### src/rtl/fwd_hazard_ctrl.sv
// -----------------------------------------------------------------------------
// fwd_hazard_ctrl
//
// Forwarding and load-use hazard controller for a 5-stage in-order pipeline
// (IF/ID/EX/MEM/WB) with 8 architectural registers.
//
// The block keeps a small record {valid, rd, wr_en, is_load} for each
// in-flight instruction downstream of ID. From these records it does three
// things:
//   * works out the EX-stage operand mux selects while the consumer is still
//     in ID, and registers them as the consumer moves into EX;
//   * raises a combinational stall when a load in EX feeds the instruction
//     in ID;
//   * counts stall cycles in a saturating counter for debug.
//
// Ports
//   clk          pipeline clock, all state updates on the rising edge
//   rst          synchronous active-high reset
//   id_valid     ID holds a real instruction
//   id_rs1       source register A index
//   id_rs2       source register B index
//   id_rs1_used  operand A reads id_rs1
//   id_rs2_used  operand B reads id_rs2
//   id_a_pc      operand A is the PC (overrides forwarding)
//   id_b_imm     operand B is the immediate (overrides forwarding)
//   id_rd        destination register index
//   id_wr_en     instruction writes id_rd
//   id_is_load   instruction is a load (result usable only from WB)
//   flush        branch redirect, the ID instruction is discarded this cycle
//   stall        hold PC and IF/ID, insert a bubble into EX (combinational)
//   ex_valid     EX holds a real instruction (registered)
//   fwd_a_sel    operand A select: 00 regfile, 01 MEM ALU, 10 WB, 11 PC
//   fwd_b_sel    operand B select: 00 regfile, 01 MEM ALU, 10 WB, 11 imm
//   stall_cnt    saturating count of stall cycles
// -----------------------------------------------------------------------------
module fwd_hazard_ctrl #(
    parameter bit ZERO_REG_EN = 1'b1,
    parameter int CNT_W       = 16
) (
    input  logic             clk,
    input  logic             rst,
    input  logic             id_valid,
    input  logic [2:0]       id_rs1,
    input  logic [2:0]       id_rs2,
    input  logic             id_rs1_used,
    input  logic             id_rs2_used,
    input  logic             id_a_pc,
    input  logic             id_b_imm,
    input  logic [2:0]       id_rd,
    input  logic             id_wr_en,
    input  logic             id_is_load,
    input  logic             flush,
    output logic             stall,
    output logic             ex_valid,
    output logic [1:0]       fwd_a_sel,
    output logic [1:0]       fwd_b_sel,
    output logic [CNT_W-1:0] stall_cnt
);

    // Select encodings for the EX operand muxes.
    localparam logic [1:0] SEL_RF  = 2'b00;
    localparam logic [1:0] SEL_MEM = 2'b01;
    localparam logic [1:0] SEL_WB  = 2'b10;
    localparam logic [1:0] SEL_OVR = 2'b11;

    localparam logic [CNT_W-1:0] CNT_MAX = {CNT_W{1'b1}};

    // Per-stage bookkeeping for one in-flight instruction.
    typedef struct packed {
        logic       valid;
        logic [2:0] rd;
        logic       wr_en;
        logic       is_load;
    } stage_t;

    // A register index produced by a stage record. Index 0 is never a match
    // when it is hardwired to zero, so reads of r0 always come from the
    // regfile and never stall.
    function automatic logic stage_match(input stage_t s, input logic [2:0] rs);
        logic zero_hit;
        zero_hit = ZERO_REG_EN && (rs == 3'd0);
        return s.valid && s.wr_en && (s.rd == rs) && !zero_hit;
    endfunction

    // -------------------------------------------------------------------------
    // Stage records
    //
    // Only EX and MEM need storage here. By the time a producer reaches WB the
    // consumer that cares about it has already captured select 10 (it did so
    // while the producer was in MEM), and distance-3 consumers read the
    // regfile, which writes before it reads. A WB record would therefore have
    // no reader.
    // -------------------------------------------------------------------------
    stage_t ex_reg;
    stage_t mem_reg;
    stage_t ex_next;
    stage_t id_rec;

    logic   ex_load;

    assign id_rec = '{valid:   1'b1,
                      rd:      id_rd,
                      wr_en:   id_wr_en,
                      is_load: id_is_load};

    // -------------------------------------------------------------------------
    // Load-use detection
    //
    // A load in EX cannot feed ID in time: its data appears at the end of MEM.
    // Holding the consumer for one cycle puts the load in WB when the consumer
    // reaches EX, which the WB select covers. A flush discards the consumer,
    // so there is nothing to protect and no stall is needed. During reset the
    // records are being cleared, so the stall is held low to keep it defined
    // from the very first cycle.
    // -------------------------------------------------------------------------
    logic rs1_hit_ex;
    logic rs2_hit_ex;
    logic load_use;

    assign rs1_hit_ex = id_rs1_used && stage_match(ex_reg, id_rs1);
    assign rs2_hit_ex = id_rs2_used && stage_match(ex_reg, id_rs2);

    assign load_use = ex_reg.valid && ex_reg.is_load && (rs1_hit_ex || rs2_hit_ex);
    assign stall    = !rst && id_valid && !flush && load_use;

    // ID moves into EX only when it holds a real instruction that is neither
    // held back nor discarded; every other cycle EX takes a bubble.
    assign ex_load = id_valid && !stall && !flush;
    assign ex_next = ex_load ? id_rec : stage_t'('0);

    // -------------------------------------------------------------------------
    // Operand select generation
    //
    // Both operands use the same priority, so they share one generate body.
    // Operand 0 is A (override = PC), operand 1 is B (override = immediate).
    //   override            -> 11
    //   producer now in EX  -> 01 (it will be in MEM next cycle)
    //   producer now in MEM -> 10 (it will be in WB next cycle)
    //   otherwise           -> 00
    // The EX check sits above the MEM check so the youngest producer wins when
    // two in-flight instructions write the same register. A load in EX never
    // reaches the 01 arm in practice: that case stalls and the consumer is
    // re-evaluated a cycle later against MEM instead.
    // -------------------------------------------------------------------------
    logic [2:0] op_rs      [2];
    logic       op_used    [2];
    logic       op_ovr     [2];
    logic       op_hit_ex  [2];
    logic       op_hit_mem [2];
    logic [1:0] sel_next   [2];
    logic [1:0] sel_reg    [2];

    assign op_rs[0]   = id_rs1;
    assign op_rs[1]   = id_rs2;
    assign op_used[0] = id_rs1_used;
    assign op_used[1] = id_rs2_used;
    assign op_ovr[0]  = id_a_pc;
    assign op_ovr[1]  = id_b_imm;

    genvar gi;
    generate
        for (gi = 0; gi < 2; gi++) begin : g_op
            assign op_hit_ex[gi]  = op_used[gi] && stage_match(ex_reg,  op_rs[gi]);
            assign op_hit_mem[gi] = op_used[gi] && stage_match(mem_reg, op_rs[gi]);

            assign sel_next[gi] = op_ovr[gi]     ? SEL_OVR :
                                  op_hit_ex[gi]  ? SEL_MEM :
                                  op_hit_mem[gi] ? SEL_WB  :
                                                   SEL_RF;
        end
    endgenerate

    // -------------------------------------------------------------------------
    // Pipeline state, registered selects and stall counter
    //
    // MEM and WB advance every cycle regardless of the stall: the stall only
    // freezes the front of the pipe, while the bubble it inserts flows on.
    // -------------------------------------------------------------------------
    logic [CNT_W-1:0] stall_cnt_reg;

    always_ff @(posedge clk) begin
        if (rst) begin
            ex_reg        <= '0;
            mem_reg       <= '0;
            stall_cnt_reg <= '0;
            for (int i = 0; i < 2; i++) begin
                sel_reg[i] <= SEL_RF;
            end
        end else begin
            mem_reg <= ex_reg;
            ex_reg  <= ex_next;

            // A bubble entering EX carries neutral selects.
            for (int i = 0; i < 2; i++) begin
                sel_reg[i] <= ex_load ? sel_next[i] : SEL_RF;
            end

            if (stall && (stall_cnt_reg != CNT_MAX)) begin
                stall_cnt_reg <= stall_cnt_reg + 1'b1;
            end
        end
    end

    assign ex_valid  = ex_reg.valid;
    assign fwd_a_sel = sel_reg[0];
    assign fwd_b_sel = sel_reg[1];
    assign stall_cnt = stall_cnt_reg;

endmodule
### config.mk
export PLATFORM = sky130hd
export DESIGN_NAME = fwd_hazard_ctrl
export DESIGN_NICKNAME = d
export VERILOG_FILES = /design/src/rtl/fwd_hazard_ctrl.sv
export SDC_FILE = /design/constraint.sdc
export NUM_CORES = 1
export LEC_CHECK = 0
export CAP_MARGIN = 10
export CORE_MARGIN = 1
export CORE_UTILIZATION = 35
export DETAILED_ROUTE_END_ITERATION = 8
export PLACE_DENSITY_LB_ADDON = 0.2
export SLEW_MARGIN = 10
export SYNTH_ARGS = -nofsm -noshare
export SYNTH_HDL_FRONTEND = slang
export SYNTH_SLANG_ARGS = --single-unit
### constraint.sdc
create_clock -name clk -period 2.4 [get_ports clk]
set_input_delay 0.48 -clock clk [delete_from_list [all_inputs] [get_ports clk]]
set_output_delay 0.48 -clock clk [all_outputs]
set_load 0.1 [all_outputs]
==> results of run 1 <==
-- cells in the final DEF (no fill, tap or decap), types with 3 or more instances in the layout --
master,synthesis,layout
xor2_1,4,4
o21ai_0,9,9
a21oi_1,13,13
o21a_1,5,5
nand3_1,6,6
xnor2_1,6,6
dfxtp_1,31,19
a31oi_1,3,3
and2_1,7,7
nor2b_1,6,6
and4_1,3,3
clkbuf_8,0,6
or3_1,9,9
nand4_1,5,5
nor3_1,5,5
nand2_1,12,12
clkdlybuf4s50_1,0,15
nor2_1,7,5
dfxtp_2,0,11
nor3b_1,3,3
buf_2,0,3
buf_4,0,40
-- worst max-delay path, cell delays in order (launching register included) --
cell and delay [ns]:
dfxtp_4 0.35, or3b_1 0.35, a211o_1 0.30, a211oi_4 0.27, nor2_4 0.08, nor2_4 0.10, buf_12 0.18
-- final cells by class --
class / count / area, um2 / share of cell area (%)
clock buffers: 6 / 82.6 / 3.93
clock inverters: 1 / 5.00 / 0.238
inverters: 2 / 7.51 / 0.358
multi-input cells: 123 / 818 / 39.0
flip-flops and latches: 31 / 638 / 30.4
well taps: 50 / 62.6 / 2.98
repair buffers: 59 / 485 / 23.1
-- cell families after synthesis --
| group | after synthesis |
|---|---|
| flops | 31 |
| mux | 3 |
| buf+inv | 9 |
| compound gates | 40 |
| fa+ha+maj | 1 |
| simple gates | 69 |
| xor+xnor | 10 |
-- power by group through the flow --
stage	registers, mW	clock network (mW)	logic (mW)
after floorplan	0.553	0	0.0293
after global placement	0.538	0	0.0971
after detailed placement	0.538	0	0.0992
after CTS	0.525	0.416	0.0989
after global routing	0.526	0.446	0.105
final	0.525	0.401	0.0986
-- routing by layer --
layer,vias up,part of all wire (%),track usage (%)
met5,-,0,0
met3,7,4.9,4.11
met1,645,45,21.2
li1,712,-,-
met4,0,1.7,9.04
met2,38,49,28.2
-- stage by stage --
step	cell area, um2	total power [mW]
after floorplan	1490	0.583
after global placement	1970	0.635
after detailed placement	1970	0.637
final	2100	1.03
after global routing	2100	1.08
after CTS	2090	1.04
-- path summary, 6_finish.rpt --
check / end / from / slack, ns / cells after the start
worst max register to register: stall_cnt[15]$_SDFFE_PP0P_ / ex_reg[4]$_SDFF_PP0_ / 0.14 / 7
worst min register to register: stall_cnt[3]$_SDFFE_PP0P_ / stall_cnt[3]$_SDFFE_PP0P_ / 0.49 / 2
worst min-delay path: stall_cnt[3]$_SDFFE_PP0P_ / stall_cnt[3]$_SDFFE_PP0P_ / 0.49 / 2
worst max-delay path: stall / ex_reg[4]$_SDFF_PP0_ / 0.01 / 6
-- repair_timing --
| action | 4_1_cts | 5_1_grt |
|---|---|---|
| setup endpoints to repair | 24 | 4 |
| hold buffers | 0 | 0 |
| gates resized for setup | 13 | 2 |
| pin swaps | 8 | 6 |
| setup buffers | 5 | 0 |
==> results.ini, run 1 <==
[outcome]
outcome = completed

[clock_tree]
cts.root.buffer_cell = clkbuf_8
cts_tree = yes
tritoncts.num_buffers = 5
clkLatencyLatePin_ns = 0.28
cts_max_level = 2
clk_pin_slew_ns = 0.06
numClockSinks = 31
clockBufferDepth = 2

[synthesis]
synth-xor-area-share_pct = 5.98
synth.distinct_cells = 33
multiplexer_share_of_the_synthesized_area_pct = 2.13
cell_count_after_synthesis = 163
synth_enable_flop_cells = 0
synthTopCellsByCount = dfxtp_1, a21oi_1, nand2_1, o21ai_0, or3_1
synth-compound-area-share_pct = 18.8
syn_avg_cell_area_um2 = 8.99
synth_largest_area_cell = dfxtp_1
synth_nets = 183
synthesis.area_um2 = 1470
synthesis.yosys.warnings = 0
yosysMostFrequentCell = dfxtp_1
ys_top_cells_by_area = dfxtp_1, a21oi_1, or3_1
sequential_to_total_area_share_from_yosys_stat_pct = 42.4
synth-adder-area-share_pct = 0.854
synth_largest_type_area_fraction_pct = 42.4
async_reset_ff_share_pct = 0
synth_top_family_by_area = simple AND/OR/NAND/NOR gates
synth_top_flop_cell = dfxtp_1
synth-seq-cells = 31
synth_simple_gate_area_share_pct = 26.6

[power]
switching_share_pct = 22.6
power_density_nw_per_um2 = 488
power.combinational.fraction_pct = 9.6
share_clk_of_total_power_pct = 39.1
seq_power_share_pct = 51.3
total_leakage_power_nw = 0.801
power_spent_charging_and_discharging_nets_mw = 0.231
vdd_ir_drop_max_uv = 348
internal_power_mw = 0.794

[die]
floorplan.initialDensity_pct = 36.6
dieHeight_um = 66.7
die_width_um = 66.7
top_level_ports = 41
coreArea_um2 = 4000
design.die.area_um2 = 4450
row_count = 23

[placement]
placed_cells_incl_taps = 260
buffer_ports.inserted = 40
dp_slack_ns = -0.473
dp_hpwl_mm = 2.61
place_congestion = 0.828

[global_route]
first_pass_grt_wire_length_mm = 5.75
first_global_vias = 1309
grt_max_degree = 23
initial_antenna_violation_count = 0
grt_util_all_layers_pct = 17.4
grt-ovfl-total = 0

[detailed_routing]
wire_per_inst_um = 12.9
drc = 0
detailedRoute.firstPassIterationCount = 4
total_wire_length_after_detailed_routing_mm = 3.50
dr_total_vias = 1402
drtAntennaViolNets = 0
detail_route.iter0.violations = 52
routed_via_density = 5.15

[timing]
setup_tns_final_ns = 0
fin_ws_ns = 0.0150
finalMaxSlewViolations = 0
grt_setup_unrepaired = true
worst_hold_slack_ns = 0.493
post-route-period-util_pct = 99.4
timing.slew.headroom_pct = 74.2
final_number_of_hold_violating_endpoints = 0
worst-slew-pin-transition_ns = 0.385
final_period_minus_worst_setup_slack_ns = 2.39
clock.fmax_mhz = 419
fin_worst_skew_ns = 0.00549
setup_viol = 0

[cells_and_area]
largest_reg_flops = 16
final_net_count = 242
layout_cells_sized_above_1_pct = 31.1
area_delta_synth_final_pct = 43.3
antennaDiodeCount = 0
instances_no_fill = 272
num-fill-cells = 367
postLayoutCoreUtil_pct = 52.5

[critical_path]
sort_of_element_at_the_start_of_the_critical_path = flop
setup.worst_path.class = reg2out
worst_ep_arrival_time_ns = 1.91
critical_path.endpoint_type = output port
required_ns = 1.92
crit_path_max_fanout = 4

[flow_run]
maxCapViolations = 0

[hold_path]
holdCritPathClass = reg2reg

(Power assumes the default switching activity.)
==> run 2: changes to the inputs <==
--- a/config.mk
+++ b/config.mk
@@ -10,6 +10,7 @@
 export CORE_UTILIZATION = 35
 export DETAILED_ROUTE_END_ITERATION = 8
 export PLACE_DENSITY_LB_ADDON = 0.2
+export REMOVE_ABC_BUFFERS = 1
 export SLEW_MARGIN = 10
 export SYNTH_ARGS = -nofsm -noshare
 export SYNTH_HDL_FRONTEND = slang
==> run 2 against run 1 <==
  * The flow now finishes with violations (setup timing)
  * Clock skew fell by 0.0017 ns
  * Final cell count fell by 2.2%
  * First-iteration DRC count rose by 25%
  * Critical path depth did not move
  * Utilization fell by 1.6 points
  * Sequential share of layout area rose by 0.28 points
  * Sequential cell count did not move
  * Combinational power barely moved
  * Maximum frequency fell by 3.2%
  * Setup slack got worse by 0.079 ns
  * Critical path type unchanged
  * Worst hold slack got worse by 0.0068 ns
==> results.ini, run 2 (synthesis results as in run 1) <==
[outcome]
outcome = complete, but fails checks
violations = setup timing

[critical_path]
critical_path.endpoint_type = output port
path_cells = or3b_1 > a211o_1 > a211oi_4 > nor2_2 > nor2_2 > buf_12
crit_path_max_fanout = 6  ; +2
sort_of_element_at_the_start_of_the_critical_path = flop
max_stage_delay_ns = 0.36  ; about the same
cpMostUsedCell = nor2_2
setup.worst_path.class = reg2out
required_ns = 1.92  ; about the same
critical-path-slowest-cell = dfxtp_4
worst_ep_arrival_time_ns = 1.98  ; +0.07 ns

[clock_tree]
clk_pin_slew_ns = 0.06  ; about the same
cts_max_level = 2  ; unchanged
cts_tree = yes
cts.root.buffer_cell = clkbuf_8
tritoncts.num_buffers = 5  ; unchanged
hold_buffers = 0  ; unchanged
clockBufferDepth = 2  ; unchanged
clkLatencyLatePin_ns = 0.28  ; about the same
numClockSinks = 31  ; unchanged

[die]
top_level_ports = 41  ; unchanged
coreArea_um2 = 4000  ; unchanged
row_count = 23  ; unchanged
dieHeight_um = 66.7  ; unchanged
floorplan.initialDensity_pct = 36.6  ; unchanged
die_width_um = 66.7  ; unchanged
design.die.area_um2 = 4450  ; unchanged

[power]
power_density_nw_per_um2 = 506  ; +3.6%
vdd_ir_drop_max_uv = 325  ; -6.7%
total_power_mw = 1.03  ; +0.45%
total_leakage_power_nw = 0.766  ; -4.4%

[cells_and_area]
final_common_cell = buf_4
layout_cells_sized_above_1_pct = 24.5  ; -6.5 points
antennaDiodeCount = 0  ; unchanged
final_net_count = 236  ; -2.5%
area_delta_synth_final_pct = 38.9
num-fill-cells = 378  ; +3.0%
most-common-layout-cells = buf_4, dfxtp_1, clkdlybuf4s50_1
instances_no_fill = 266  ; -2.2%
largest_reg_flops = 16  ; unchanged

[detailed_routing]
routed_via_density = 5.05  ; -2.1%
dr_total_vias = 1342  ; -4.3%
wire_per_inst_um = 12.7  ; -1.3%
drtAntennaViolNets = 0  ; unchanged
detailedRoute.firstPassIterationCount = 6  ; +2
drc = 0  ; unchanged
total_wire_length_after_detailed_routing_mm = 3.38  ; -3.4%
detail_route.iter0.violations = 65  ; +25%

[timing]
fin_ws_ns = -0.0636  ; -0.0786 ns
setup_viol = 1  ; +1
timing.slew.headroom_pct = 74.5  ; +0.21 points
post-route-period-util_pct = 103  ; +3.3 points
final_period_minus_worst_setup_slack_ns = 2.46  ; +0.0786 ns
worst_hold_slack_ns = 0.487  ; -0.00679 ns
clock.fmax_mhz = 406  ; -3.2%
finalMaxSlewViolations = 0  ; unchanged
grt_setup_unrepaired = true
final_number_of_hold_violating_endpoints = 0  ; unchanged
fin_worst_skew_ns = 0.00375  ; -0.00174 ns
setup_tns_final_ns = -0.0636  ; -0.0636 ns
worst-slew-pin-transition_ns = 0.382  ; -0.00314 ns

[placement]
buffer_ports.inserted = 40  ; unchanged
place_congestion = 0.793  ; -4.2%
dp_hpwl_mm = 2.52  ; -3.1%
dp_slack_ns = -0.498  ; -0.0245 ns
placed_cells_incl_taps = 258  ; -0.77%

[global_route]
grt_util_all_layers_pct = 16.6  ; -0.80 points
first_global_vias = 1255  ; -4.1%
grt-ovfl-total = 0  ; unchanged
first_pass_grt_wire_length_mm = 5.52  ; -4.1%
initial_antenna_violation_count = 0  ; unchanged
grt_max_degree = 23  ; unchanged

[flow_run]
maxCapViolations = 0  ; unchanged

[hold_path]
holdCritPathClass = reg2reg

==> run 2: critical path: cells and delay by family, from the launching register on <==
family	cells	cell delay, ns
buffers and inverters	1	0.19
AOI/OAI and AO/OA	2	0.58
DFF	1	0.36
and+or+nand+nor	3	0.57
==> run 2: metal layers <==
metal	GRT usage (%)	routed length (um)
met2	27.1	1600
met4	6.38	25
met5	0	0
met1	20.0	1600
met3	5.48	154
==> run 2: stage by stage <==
step,area [um2],utilization [%]
6_report,2040,50.9
2_1_floorplan,1420,-
3_5_place_dp,1930,48.4
5_1_grt,2040,50.9
4_1_cts,2040,51.0
3_3_place_gp,1930,48.4
==> run 2: repair_timing <==
action	4_1_cts	5_1_grt
resized for setup	17	1
pin swaps	8	2
setup endpoints to repair	15	4
setup buffers	2	0
==> run 2: where the power goes <==
group,internal [mW],switching [mW],leakage (nW)
combinational,0.0489,0.0495,0.467
sequential,0.520,0.00491,0.252
clock,0.224,0.182,0.0470
==> run 2: worst paths after layout <==
kind / start / endpoint / slack [ns] / cells after the start
worst min register to register: ex_reg[1]$_SDFF_PP0_ / mem_reg[1]$_SDFF_PP0_ / 0.49 / 1
worst max-delay path: ex_reg[4]$_SDFF_PP0_ / stall / -0.06 / 6
worst min-delay path: ex_reg[1]$_SDFF_PP0_ / mem_reg[1]$_SDFF_PP0_ / 0.49 / 1
worst max register to register: ex_reg[4]$_SDFF_PP0_ / stall_cnt[15]$_SDFFE_PP0P_ / 0.10 / 7
==> run 2: final cells by class <==
| cell class | count | area, um2 | area share, % |
|---|---|---|---|
| Clock inverter | 1 | 5.00 | 0.246 |
| Tap cell | 50 | 62.6 | 3.07 |
| Timing Repair Buffer | 53 | 440 | 21.6 |
| Multi-Input combinational cell | 123 | 813 | 40.0 |
| Sequential cell | 31 | 624 | 30.7 |
| Inverter | 2 | 7.51 | 0.369 |
| Clock buffer | 6 | 82.6 | 4.06 |
==> run 3: changes to the inputs <==
--- a/config.mk
+++ b/config.mk
@@ -6,7 +6,6 @@
 export NUM_CORES = 1
 export LEC_CHECK = 0
 export CAP_MARGIN = 10
-export CORE_MARGIN = 1
 export CORE_UTILIZATION = 35
 export DETAILED_ROUTE_END_ITERATION = 8
 export PLACE_DENSITY_LB_ADDON = 0.2
==> constraint.sdc (replaced) <==
create_clock -name clk -period 1.95 [get_ports clk]
set_input_delay 0.39 -clock clk [delete_from_list [all_inputs] [get_ports clk]]
set_output_delay 0.39 -clock clk [all_outputs]
set_load 0.1 [all_outputs]
==> run 3 against run 2 <==
  * The run still ends with setup timing left
  * Register-to-register slack worse by 0.51 ns
  * Via count is 11% higher
  * Combinational power is 31% higher
  * Setup slack worse by 0.35 ns
  * Critical endpoint unchanged
  * Largest cell class unchanged
  * Largest power group unchanged
==> results.ini, run 3 (synthesis results as in run 1) <==
[clock_tree]
cts_max_level = 2  ; unchanged
hold_buffers = 0  ; unchanged
cts_tree = yes
numClockSinks = 31  ; unchanged
cts.root.buffer_cell = clkbuf_8
clk_pin_slew_ns = 0.06  ; about the same
clockBufferDepth = 2  ; unchanged
tritoncts.num_buffers = 5  ; unchanged
clkLatencyLatePin_ns = 0.29  ; about the same

[cells_and_area]
design_area_final_um2 = 2390  ; +17%
largest_reg_flops = 16  ; unchanged
num-fill-cells = 330  ; -13%
area_delta_synth_final_pct = 62.9
instances_no_fill = 288  ; +8.3%
most-common-layout-cells = buf_4, dfxtp_1, clkdlybuf4s50_1
layout_cells_sized_above_1_pct = 31.1  ; +6.6 points
final_common_cell = buf_4
postLayoutCoreUtil_pct = 59.7  ; +8.8 points
final_net_count = 257  ; +8.9%
antennaDiodeCount = 0  ; unchanged

[power]
total_power_mw = 1.34  ; +30%
power_density_nw_per_um2 = 560  ; +11%
total_leakage_power_nw = 0.914  ; +19%
vdd_ir_drop_max_uv = 403  ; +24%

[flow_run]
maxCapViolations = 0  ; unchanged

[placement]
dp_slack_ns = -0.851  ; -0.353 ns
buffer_ports.inserted = 40  ; unchanged
placed_cells_incl_taps = 273  ; +5.8%
dp_hpwl_mm = 2.79  ; +10%
dpl_cell_area_um2 = 2200  ; +14%
place_congestion = 0.840  ; +5.9%

[critical_path]
required_ns = 1.56  ; -0.36 ns
worst_ep_arrival_time_ns = 1.98  ; about the same
crit_path_max_fanout = 3  ; -3
setup.worst_path.class = reg2out
sort_of_element_at_the_start_of_the_critical_path = flop
critical_path.endpoint_type = output port

[detailed_routing]
met3WireLength_um = 225  ; +46%
wl_met1_mm = 1.60  ; -0.19%
met2RoutedLength_mm = 1.93  ; +21%
dr_total_vias = 1487  ; +11%
detailedRoute.firstPassIterationCount = 4  ; -2
drtAntennaViolNets = 0  ; unchanged
wire_per_inst_um = 13.3  ; +4.7%
detail_route.iter0.violations = 78  ; +20%
maxUsedRoutingLayer = met4
total_wire_length_after_detailed_routing_mm = 3.83  ; +13%
routed_via_density = 5.16  ; +2.3%
drc = 0  ; unchanged

[timing]
worst_hold_slack_ns = 0.502  ; +0.0152 ns
worst-slew-pin-transition_ns = 0.429  ; +0.0477 ns
grt_setup_unrepaired = true
fin_ws_ns = -0.415  ; -0.352 ns
final_period_minus_worst_setup_slack_ns = 2.37
clock.fmax_mhz = 423
setup_viol = 26  ; +25
finalMaxSlewViolations = 0  ; unchanged
timing.slew.headroom_pct = 71.3  ; -3.2 points
final_number_of_hold_violating_endpoints = 0  ; unchanged
fin_worst_skew_ns = 0.00364  ; -0.000107 ns
post-route-period-util_pct = 121
setup_tns_final_ns = -5.06  ; -5.00 ns

[die]
design.die.area_um2 = 4450  ; unchanged
row_count = 23  ; unchanged
top_level_ports = 41  ; unchanged
die_width_um = 66.7  ; unchanged
floorplan.initialDensity_pct = 36.6  ; unchanged
dieHeight_um = 66.7  ; unchanged
coreArea_um2 = 4000  ; unchanged

[global_route]
grt_max_degree = 23  ; unchanged
grt-ovfl-total = 0  ; unchanged
initial_antenna_violation_count = 0  ; unchanged
grt_util_all_layers_pct = 19.0  ; +2.4 points
first_global_vias = 1486  ; +18%
first_pass_grt_wire_length_mm = 6.18  ; +12%

[outcome]
outcome = complete, but fails checks
violations = setup timing

[hold_path]
holdCritPathClass = reg2reg

run 3: cell types whose count changed in the layout (fill, tap and decap cells not counted), sizes merged:
cell / previous run / this run
dlygate4sd2: 0 / 1
clkbuf: 6 / 8
buf: 38 / 56
clkinv: 1 / 0
clkdlybuf4s15: 0 / 2
run 3: worst max-delay path: stages, from the launching register on:
cell	delay, ns
dfxtp_2	0.33
or3b_1	0.35
a211o_1	0.33
a211oi_4	0.26
nor2_2	0.09
nor2_2	0.13
buf_12	0.19
run 3: worst paths after layout:
check,slack (ns),from,cells after the start,to
setup / recovery,-0.42,ex_reg[4]$_SDFF_PP0_,6,stall
hold / removal,0.50,ex_reg[1]$_SDFF_PP0_,1,mem_reg[1]$_SDFF_PP0_
setup reg to reg,-0.41,ex_reg[4]$_SDFF_PP0_,8,stall_cnt[15]$_SDFFE_PP0P_
hold reg to reg,0.50,ex_reg[1]$_SDFF_PP0_,1,mem_reg[1]$_SDFF_PP0_
run 3: metal layers:
layer / GRT usage (%) / vias up
met2: 32.3 / 43
met4: 10.4 / 0
met3: 5.99 / 6
li1: - / 734
met5: 0 / -
met1: 20.8 / 704
run 3: final cells by class:
type / instances / area, um2 / share of cell area [%]
tap: 50 / 62.6 / 2.62
timing repair buffer: 74 / 766 / 32.1
inverter: 2 / 7.51 / 0.314
multi-input combinational: 123 / 828 / 34.7
sequential: 31 / 623 / 26.1
clock buffer: 8 / 100 / 4.19
run 3: timing repair:
item / CTS / global route
cloned: 0 / 0
pin swaps: 12 / 0
buffers inserted: 2 / 5
endpoints found under the setup margin: 27 / 26
gates resized for setup: 11 / 4
run 3: power breakdown:
group / switching [mW] / leakage (nW) / internal (mW)
clock network: 0.240 / 0.0515 / 0.322
logic: 0.0634 / 0.611 / 0.0656
registers: 0.00472 / 0.252 / 0.641
